**src/rtl/pipe_stage_elastic_pkg.sv**
```systemverilog
// Shared literals for the elastic pipeline stage: reset level, valid encodings
// and occupancy codes.
package pipe_stage_elastic_pkg;

  localparam logic RST_ACT = 1'b0;
  localparam logic VLD     = 1'b1;
  localparam logic INVLD   = 1'b0;

  localparam int unsigned OCC_W = 2;

  localparam logic [OCC_W-1:0] OCC_EMPTY = 2'd0;
  localparam logic [OCC_W-1:0] OCC_ONE   = 2'd1;
  localparam logic [OCC_W-1:0] OCC_TWO   = 2'd2;

endpackage

```
**src/rtl/pipe_sat_counter.sv**
```systemverilog
// Saturating up-counter with synchronous active-low reset.
//   clk : rising-edge clock
//   rst : synchronous reset, 0 = reset
//   en  : increment request; ignored once q is all-ones
//   q   : count value
module pipe_sat_counter
  import pipe_stage_elastic_pkg::*;
#(
  parameter int unsigned W = 16
) (
  input  logic         clk,
  input  logic         rst,
  input  logic         en,
  output logic [W-1:0] q
);

  always_ff @(posedge clk) begin
    if (rst == RST_ACT) begin
      q <= '0;
    end else if (en && !(&q)) begin
      q <= q + W'(1);
    end
  end

endmodule

```
**src/rtl/pipe_stage_elastic.sv**
```systemverilog
// Elastic pipeline-stage register with valid/ready handshake, optional
// two-entry skid buffer, flush-to-bubble and saturating perf counters.
//   clk, rst            : clock, synchronous active-low reset
//   rdy                 : global enable; 0 freezes everything but flush/reset
//   flush               : drop every held beat at the next edge
//   in_valid/in_ready/in_data    : upstream handshake and payload
//   out_valid/out_ready/out_data : downstream handshake and payload
//   occupancy           : number of beats held
//   stall_cnt/flush_cnt : saturating stall and effective-flush counters
module pipe_stage_elastic
  import pipe_stage_elastic_pkg::*;
#(
  parameter int unsigned       DATA_W  = 32,
  parameter int unsigned       SKID    = 1,
  parameter logic [DATA_W-1:0] NOP_VAL = '0,
  parameter int unsigned       CNT_W   = 16
) (
  input  logic              clk,
  input  logic              rst,
  input  logic              rdy,
  input  logic              flush,
  input  logic              in_valid,
  output logic              in_ready,
  input  logic [DATA_W-1:0] in_data,
  output logic              out_valid,
  input  logic              out_ready,
  output logic [DATA_W-1:0] out_data,
  output logic [OCC_W-1:0]  occupancy,
  output logic [CNT_W-1:0]  stall_cnt,
  output logic [CNT_W-1:0]  flush_cnt
);

  logic              acc;
  logic              pop;
  logic              rst_done;
  logic              main_v_nxt;
  logic [DATA_W-1:0] main_d_nxt;
  logic [OCC_W-1:0]  occ_nxt;

  assign acc = in_valid & in_ready;
  assign pop = rdy & out_valid & out_ready;

  if (SKID == 0) begin : g_single
    // Single entry: a beat can enter as the held one leaves.
    assign in_ready = rst_done & rdy & ~flush & (~out_valid | out_ready);

    always_comb begin
      main_v_nxt = out_valid;
      main_d_nxt = out_data;
      if (flush) begin
        main_v_nxt = INVLD;
        main_d_nxt = NOP_VAL;
      end else if (acc) begin
        main_v_nxt = VLD;
        main_d_nxt = in_data;
      end else if (pop) begin
        main_v_nxt = INVLD;
        main_d_nxt = NOP_VAL;
      end
      occ_nxt = main_v_nxt ? OCC_ONE : OCC_EMPTY;
    end
  end else begin : g_skid
    logic              skid_v;
    logic              skid_v_nxt;
    logic [DATA_W-1:0] skid_d;
    logic [DATA_W-1:0] skid_d_nxt;

    // Ready comes from registered skid state only, never from out_ready.
    assign in_ready = rst_done & rdy & ~flush & ~skid_v;

    always_comb begin
      main_v_nxt = out_valid;
      main_d_nxt = out_data;
      skid_v_nxt = skid_v;
      skid_d_nxt = skid_d;
      if (flush) begin
        main_v_nxt = INVLD;
        main_d_nxt = NOP_VAL;
        skid_v_nxt = INVLD;
        skid_d_nxt = NOP_VAL;
      end else if (pop) begin
        if (skid_v) begin
          // acc cannot coincide here: in_ready is low while skid is full.
          main_v_nxt = VLD;
          main_d_nxt = skid_d;
          skid_v_nxt = INVLD;
          skid_d_nxt = NOP_VAL;
        end else if (acc) begin
          main_v_nxt = VLD;
          main_d_nxt = in_data;
        end else begin
          main_v_nxt = INVLD;
          main_d_nxt = NOP_VAL;
        end
      end else if (acc) begin
        if (!out_valid) begin
          main_v_nxt = VLD;
          main_d_nxt = in_data;
        end else begin
          skid_v_nxt = VLD;
          skid_d_nxt = in_data;
        end
      end
      occ_nxt = OCC_W'(main_v_nxt) + OCC_W'(skid_v_nxt);
    end

    always_ff @(posedge clk) begin
      if (rst == RST_ACT) begin
        skid_v <= INVLD;
        skid_d <= NOP_VAL;
      end else begin
        skid_v <= skid_v_nxt;
        skid_d <= skid_d_nxt;
      end
    end
  end

  // Main entry drives the outputs directly; rst_done holds off in_ready for
  // the first cycle after reset.
  always_ff @(posedge clk) begin
    if (rst == RST_ACT) begin
      out_valid <= INVLD;
      out_data  <= NOP_VAL;
      occupancy <= OCC_EMPTY;
      rst_done  <= 1'b0;
    end else begin
      out_valid <= main_v_nxt;
      out_data  <= main_d_nxt;
      occupancy <= occ_nxt;
      rst_done  <= 1'b1;
    end
  end

  pipe_sat_counter #(.W(CNT_W)) u_stall_cnt (
    .clk (clk),
    .rst (rst),
    .en  (rdy & out_valid & ~out_ready),
    .q   (stall_cnt)
  );

  pipe_sat_counter #(.W(CNT_W)) u_flush_cnt (
    .clk (clk),
    .rst (rst),
    .en  (flush & (occupancy != OCC_EMPTY)),
    .q   (flush_cnt)
  );

endmodule

```
**config.mk**
```make
export PLATFORM = sky130hd
export DESIGN_NAME = pipe_stage_elastic
export DESIGN_NICKNAME = d
export VERILOG_FILES = /design/src/rtl/pipe_stage_elastic_pkg.sv /design/src/rtl/pipe_sat_counter.sv /design/src/rtl/pipe_stage_elastic.sv
export SDC_FILE = /design/constraint.sdc
export NUM_CORES = 1
export LEC_CHECK = 0
export CAP_MARGIN = 10
export CORE_MARGIN = 3
export CORE_UTILIZATION = 47
export CTS_BUF_LIST = sky130_fd_sc_hd__clkbuf_8
export CTS_CLUSTER_SIZE = 24
export DETAILED_ROUTE_END_ITERATION = 7
export PLACE_DENSITY = 0.91
export SETUP_SLACK_MARGIN = 0.1
export SKIP_LAST_GASP = 1
export SLEW_MARGIN = 20
export SYNTH_ARGS = -nofsm -noshare
export SYNTH_HDL_FRONTEND = slang
export SYNTH_SLANG_ARGS = --single-unit
```
**constraint.sdc**
```tcl
create_clock -name clk -period 1.66 [get_ports clk]
set_input_delay 0.166 -clock clk [delete_from_list [all_inputs] [get_ports clk]]
set_output_delay 0.166 -clock clk [all_outputs]
set_load 0.005 [all_outputs]
```
# Word level (Yosys, flattened, before mapping)
# Cells that the tools add are included.
classes:
  addsub: 3
  n_eq_ne: 2
  mux: 19
  bitwise_logic: 12
  reduce_logical: 12
ops:
  columns: ["cell", "n"]
  rows:
  - ["$mux W32", 9]
  - ["$add A16 B1 Y16 const B", 2]
  - ["$reduce_and A16 Y1", 2]
  - ["$mux W1", 10]
  - ["$and A1 B1 Y1", 8]
  - ["$reduce_bool A2 Y1", 3]
  - ["$ne A2 B1 Y1 const B", 2]
  - ["$not A1 Y1", 4]
  - ["$reduce_and A3 Y1", 1]
  - ["$add A1 B1 Y2", 1]
  - ["$logic_and A1 B1 Y1", 2]
  - ["$logic_not A1 Y1", 2]
  - ["$reduce_and A2 Y1", 1]
  - ["$reduce_or A2 Y1", 1]
totals:
  regBits: 101
  inputBits: 38

# Logic depth before layout (Yosys ltp)
logic_depth:
  depth_word: 9
  depth_mapped: 8
  ltp_nobuf: 6

# Hierarchy
# A second synthesis with hierarchy kept.
unflattened:
  hier_cells: 555
  hier_area_um2: 4897.2
by_module_without_submodules:
  columns: ["module", "n_inst", "cells_each", "area_each_um2"]
  rows:
  - ["pipe_stage_elastic", 1, 365, 3298.2]
  - ["pipe_sat_counter", 2, 95, 799.5]

# Least setup slack after synthesis
# OpenSTA, ideal clock, no wires.
synth_timing:
  path_kind: "reg-to-reg"
  start: "register u_stall_cnt.q[0]"
  end: "register u_stall_cnt.q[5]"
  setup_ps: 70
  t_arrival_ps: 1696
  t_required_ps: 1590
  path_slack_ps: -106
  path_stages_with_launch: 7
  path_buffers: 1
  synth_period_minus_slack_ps: 1766
  cell_sequence: "dfxtp_1 -> ha_1 -> and4_1 -> and4bb_2 -> buf_6 -> or4_1 -> a21oi_1"
synth_between:
  elab_chain_cells: 3
  elab_cells_between_ends: 4
synth_rtl:
  columns: ["item", "line", "text"]
  rows:
  - ["from (decl)", "pipe_sat_counter.sv:14", "output logic [W-1:0] q"]
  - ["from (signal assigned)", "pipe_sat_counter.sv:21", "q <= q + W'(1);"]
  - ["parallel branches: the longest is 3 deep, another holds $add A16 B1 Y16", null, null]
# Parallel ways; which one is timed is not known.
# A chain may end at the register's enable or synchronous reset.

# Final worst setup path
layout_timing:
  start: "input flush"
  end: "register out_data[28]"
layout_between:
  elab_chain_cells: 7
  elab_cells_between_ends: 10
layout_rtl:
  columns: ["item", "line", "text"]
  rows:
  - ["from (decl)", "pipe_stage_elastic.sv:21", "input logic flush,"]
  - ["$not A1 Y1", "pipe_stage_elastic.sv:69", "assign in_ready = rst_done & rdy & ~flush & ~skid_v;"]
  - ["$and A1 B1 Y1 (2 in a row)", "pipe_stage_elastic.sv:69", null]
  - ["$and A1 B1 Y1", "pipe_stage_elastic.sv:40", "assign acc = in_valid & in_ready;"]
  - ["$mux W32", "pipe_stage_elastic.sv:88", "end else if (acc) begin"]
  - ["$mux W32", "pipe_stage_elastic.sv:82", "if (skid_v) begin"]
  - ["$mux W32", "pipe_stage_elastic.sv:81", "end else if (pop) begin"]
  - ["to (signal assigned)", "pipe_stage_elastic.sv:128", "out_data <= main_d_nxt;"]
  - ["to (decl)", "pipe_stage_elastic.sv:27", "output logic [DATA_W-1:0] out_data,"]
# Parallel ways exist; a longest one is shown, timed or not.

==> impl_metrics.toml <==
[drt]
drt_pre_antenna_iters = 5
wl_met2_um = 7460
drc = 0
totalWireLength_um = 14500
via_per_inst = 5.93
first_iter_violations = 228
wl_met3_um = 809
wl_met1_um = 5830
ant_nets = 0
top_layer = "met4"
vias = 4680
routedWlPerCell_um = 18.3

[timing]
worst_pin_slew_ns = 0.368
skew_ns = 0.0116
setup_ws_ns = 0.0126
max_freq_mhz = 607
fin_crit_sh_pct = 99.2
rsz0062_at_grt = "true"
final-setup-viol-count = 0
drv_slew = 0
maxSlewHeadroom_pct = 75.3
hold_viol = 0
fin_crit_ns = 1.65

[clock_tree]
cts_buffers = 9
htree_levels = 3
clk_path_buf_depth = 2
clk_latency_ns = 0.36
root_buffer = "clkbuf_8"
cts_tree = "built"
clk_pin_slew_worst_paths_ns = 0.10
clock_sinks = 101

[logic_synthesis]
syn-num-nets = 542
synth_edf_count = 0
yosys.area.top_type = "dfxtp_1"
postSynthCellCount = 501
ys_seq_area_share_pct = 45.2
synth_area_um2 = 4480
synth-seq-cells = 101
ys_types = 44
postSynthAreaPerCell_um2 = 8.94
ys_top_cells_by_area = "dfxtp_1, mux2i_1, nand2_1, a21oi_1, a22oi_1"
synthTopCellsByCount = "dfxtp_1, nand2_1, a21oi_1"
synth_top_area_share_pct = 45.2
async_flop_share_pct = 0
yosysMostFrequentCell = "dfxtp_1"
ys_warn_count = 0
yosys_most_used_dff = "dfxtp_1"

[floorplan]
die_area_um2 = 10700
fp.dieW_um = 104
initial_utilization_pct = 49.9
die_h_um = 104
placementRows = 34
core_area_um2 = 8980
pin_count = 106

[placed_design]
place_area_um2 = 5940
routabilityCongestion = 0.812
portBuffers = 105
post-dp-hpwl_um = 8380
dp_slack_ns = -0.271

[setup_path]
arrival_ns = 1.93
critical_path_class = "input pin to flip-flop"
startpoint_type = "input pin"
cp-end-kind = "flip-flop"
required_ns = 1.94
r2r_cells = 6
cp_max_fo = 8

[pwr]
intPower_uw = 3190
power.density_nw_per_um2 = 631
p_leak_uw = 0.00273
max-vdd-ir-drop_mv = 0.494
power_frac_seq_pct = 56.5
clkPwrFrac_pct = 34.7
comb_power_share_pct = 8.8
p_sw_uw = 1120
swShare_pct = 25.9

[layout]
syn2layout_area_growth_pct = 52.4
drive_gt1_share_pct = 28.1
design_area_um2 = 6820
post-route-util_pct = 76.0
n_antenna_cell = 0
nets = 699

[global_route]
grtUsageTotal_pct = 23.9
grt-ovfl-total = 0
grt_pass1_wl_um = 22000
antenna_found_initial = 0
grt_pass1_vias = 4539
grt_max_degree = 65

[hold_path]
holdPathStages = 3
hold_class = "input pin to flip-flop"

[flow_run]
maxCapViolCount = 0

[status]
outcome = "completed"
[power by group through the flow]
stage               logic (uW)  registers [uW]  clock network (uW)
floorplan                  118            2500                   0
CTS                        334            2440                1510
finish                     377            2430                1500
detailed placement         306            2500                   0
global route               401            2430                1620
global placement           296            2500                   0
[stage by stage]
stage	setup TNS, ns	total power, uW	instances	hold slack [ns]
after global routing	-0.147	4460	789	0.403
after floorplan	-0.0505	2620	501	0.194
after detailed placement	-14.81	2810	746	0.455
after CTS	0	4290	774	0.371
final	0	4310	789	0.393
after global placement	-10.44	2800	746	0.444
[state kept, by name, indices dropped and copies added (netlist names)]
register,cells
rst_done,1
out_data,32
u_flush_cnt.q,16
g_skid.skid_d,32
g_skid.skid_v,1
u_stall_cnt.q,16
out_valid,1
occupancy,2
[worst paths after layout]
path                                  startpoint                 to  slack (ns)
worst max-delay path                       flush       out_data[28]        0.01
worst min-delay path                 in_data[29]  g_skid.skid_d[29]        0.39
worst max register to register  u_flush_cnt.q[0]   u_flush_cnt.q[0]        0.04
worst min register to register  g_skid.skid_d[0]   g_skid.skid_d[0]        0.47
[what timing repair did]
| action | 4_1_cts | 5_1_grt |
|---|---|---|
| setup buffers | 8 | 12 |
| hold buffers | 0 | 0 |
| pin swaps | 9 | 18 |
| gates cloned | 4 | 3 |
| resized for setup | 24 | 123 |
| endpoints found under the setup margin | 58 | 98 |
[routing by layer]
layer,track usage (%),up-vias
li1,-,2162
met1,29.1,2280
met2,42.8,203
met3,4.29,35
met4,7.60,0
met5,0,-
[cells by family (layout without fill, tap and decap cells)]
| family | count (synthesis) | after routing | share of synthesized area, % |
|---|---|---|---|
| compound gates | 157 | 157 | 21.6 |
| xor+xnor | 1 | 1 | 0.196 |
| fa+ha+maj | 3 | 3 | 0.839 |
| buf+inv | 40 | 201 | 5.37 |
| flops | 101 | 101 | 45.2 |
| mux | 35 | 35 | 7.83 |
| simple gates | 164 | 165 | 19.0 |
[cells in the final DEF, fill, tap and decap left out, drive strengths merged, types with 2 or more instances in the layout]
cell type      synthesis  routed
a21oi                 55      55
a22oi                 32      32
and2                   4       4
and3                   4       4
and4                   5       5
and4bb                 1       2
buf                   14      72
clkbuf                21      11
clkdlybuf4s50          0     100
clkinv                 0       3
dfxtp                101     101
dlymetal6s2s           0       4
ha                     3       3
inv                    5       8
mux2i                 35      35
nand2                 82      82
nand2b                 4       4
nand3                 10      10
nand3b                 2       2
nand4                 10      10
nor2                   7       7
nor3                   5       5
nor4                   4       4
o21a                   2       2
o21ai                 45      45
o311ai                 4       4
o31ai                 12      12
o41ai                  4       4
or3                   10      10
or4                   11      11
[cell type report]
cell class | count | area, um2
clock inverter | 7 | 58.8
clock buffer | 9 | 124
inverter | 5 | 18.8
fill | 582 | 2150
tap | 126 | 158
timing repair buffer | 180 | 1850
multi-input combinational | 361 | 2530
sequential | 101 | 2080
[worst max-delay path: stages]
cell             delay, ns
clkdlybuf4s50_1       0.48
nand4bb_4             0.28
buf_6                 0.14
o31ai_4               0.17
buf_6                 0.15
bufbuf_16             0.27
o21ai_1               0.09
a21oi_1               0.18
Note: power is estimated with default switching activity, not from simulation.
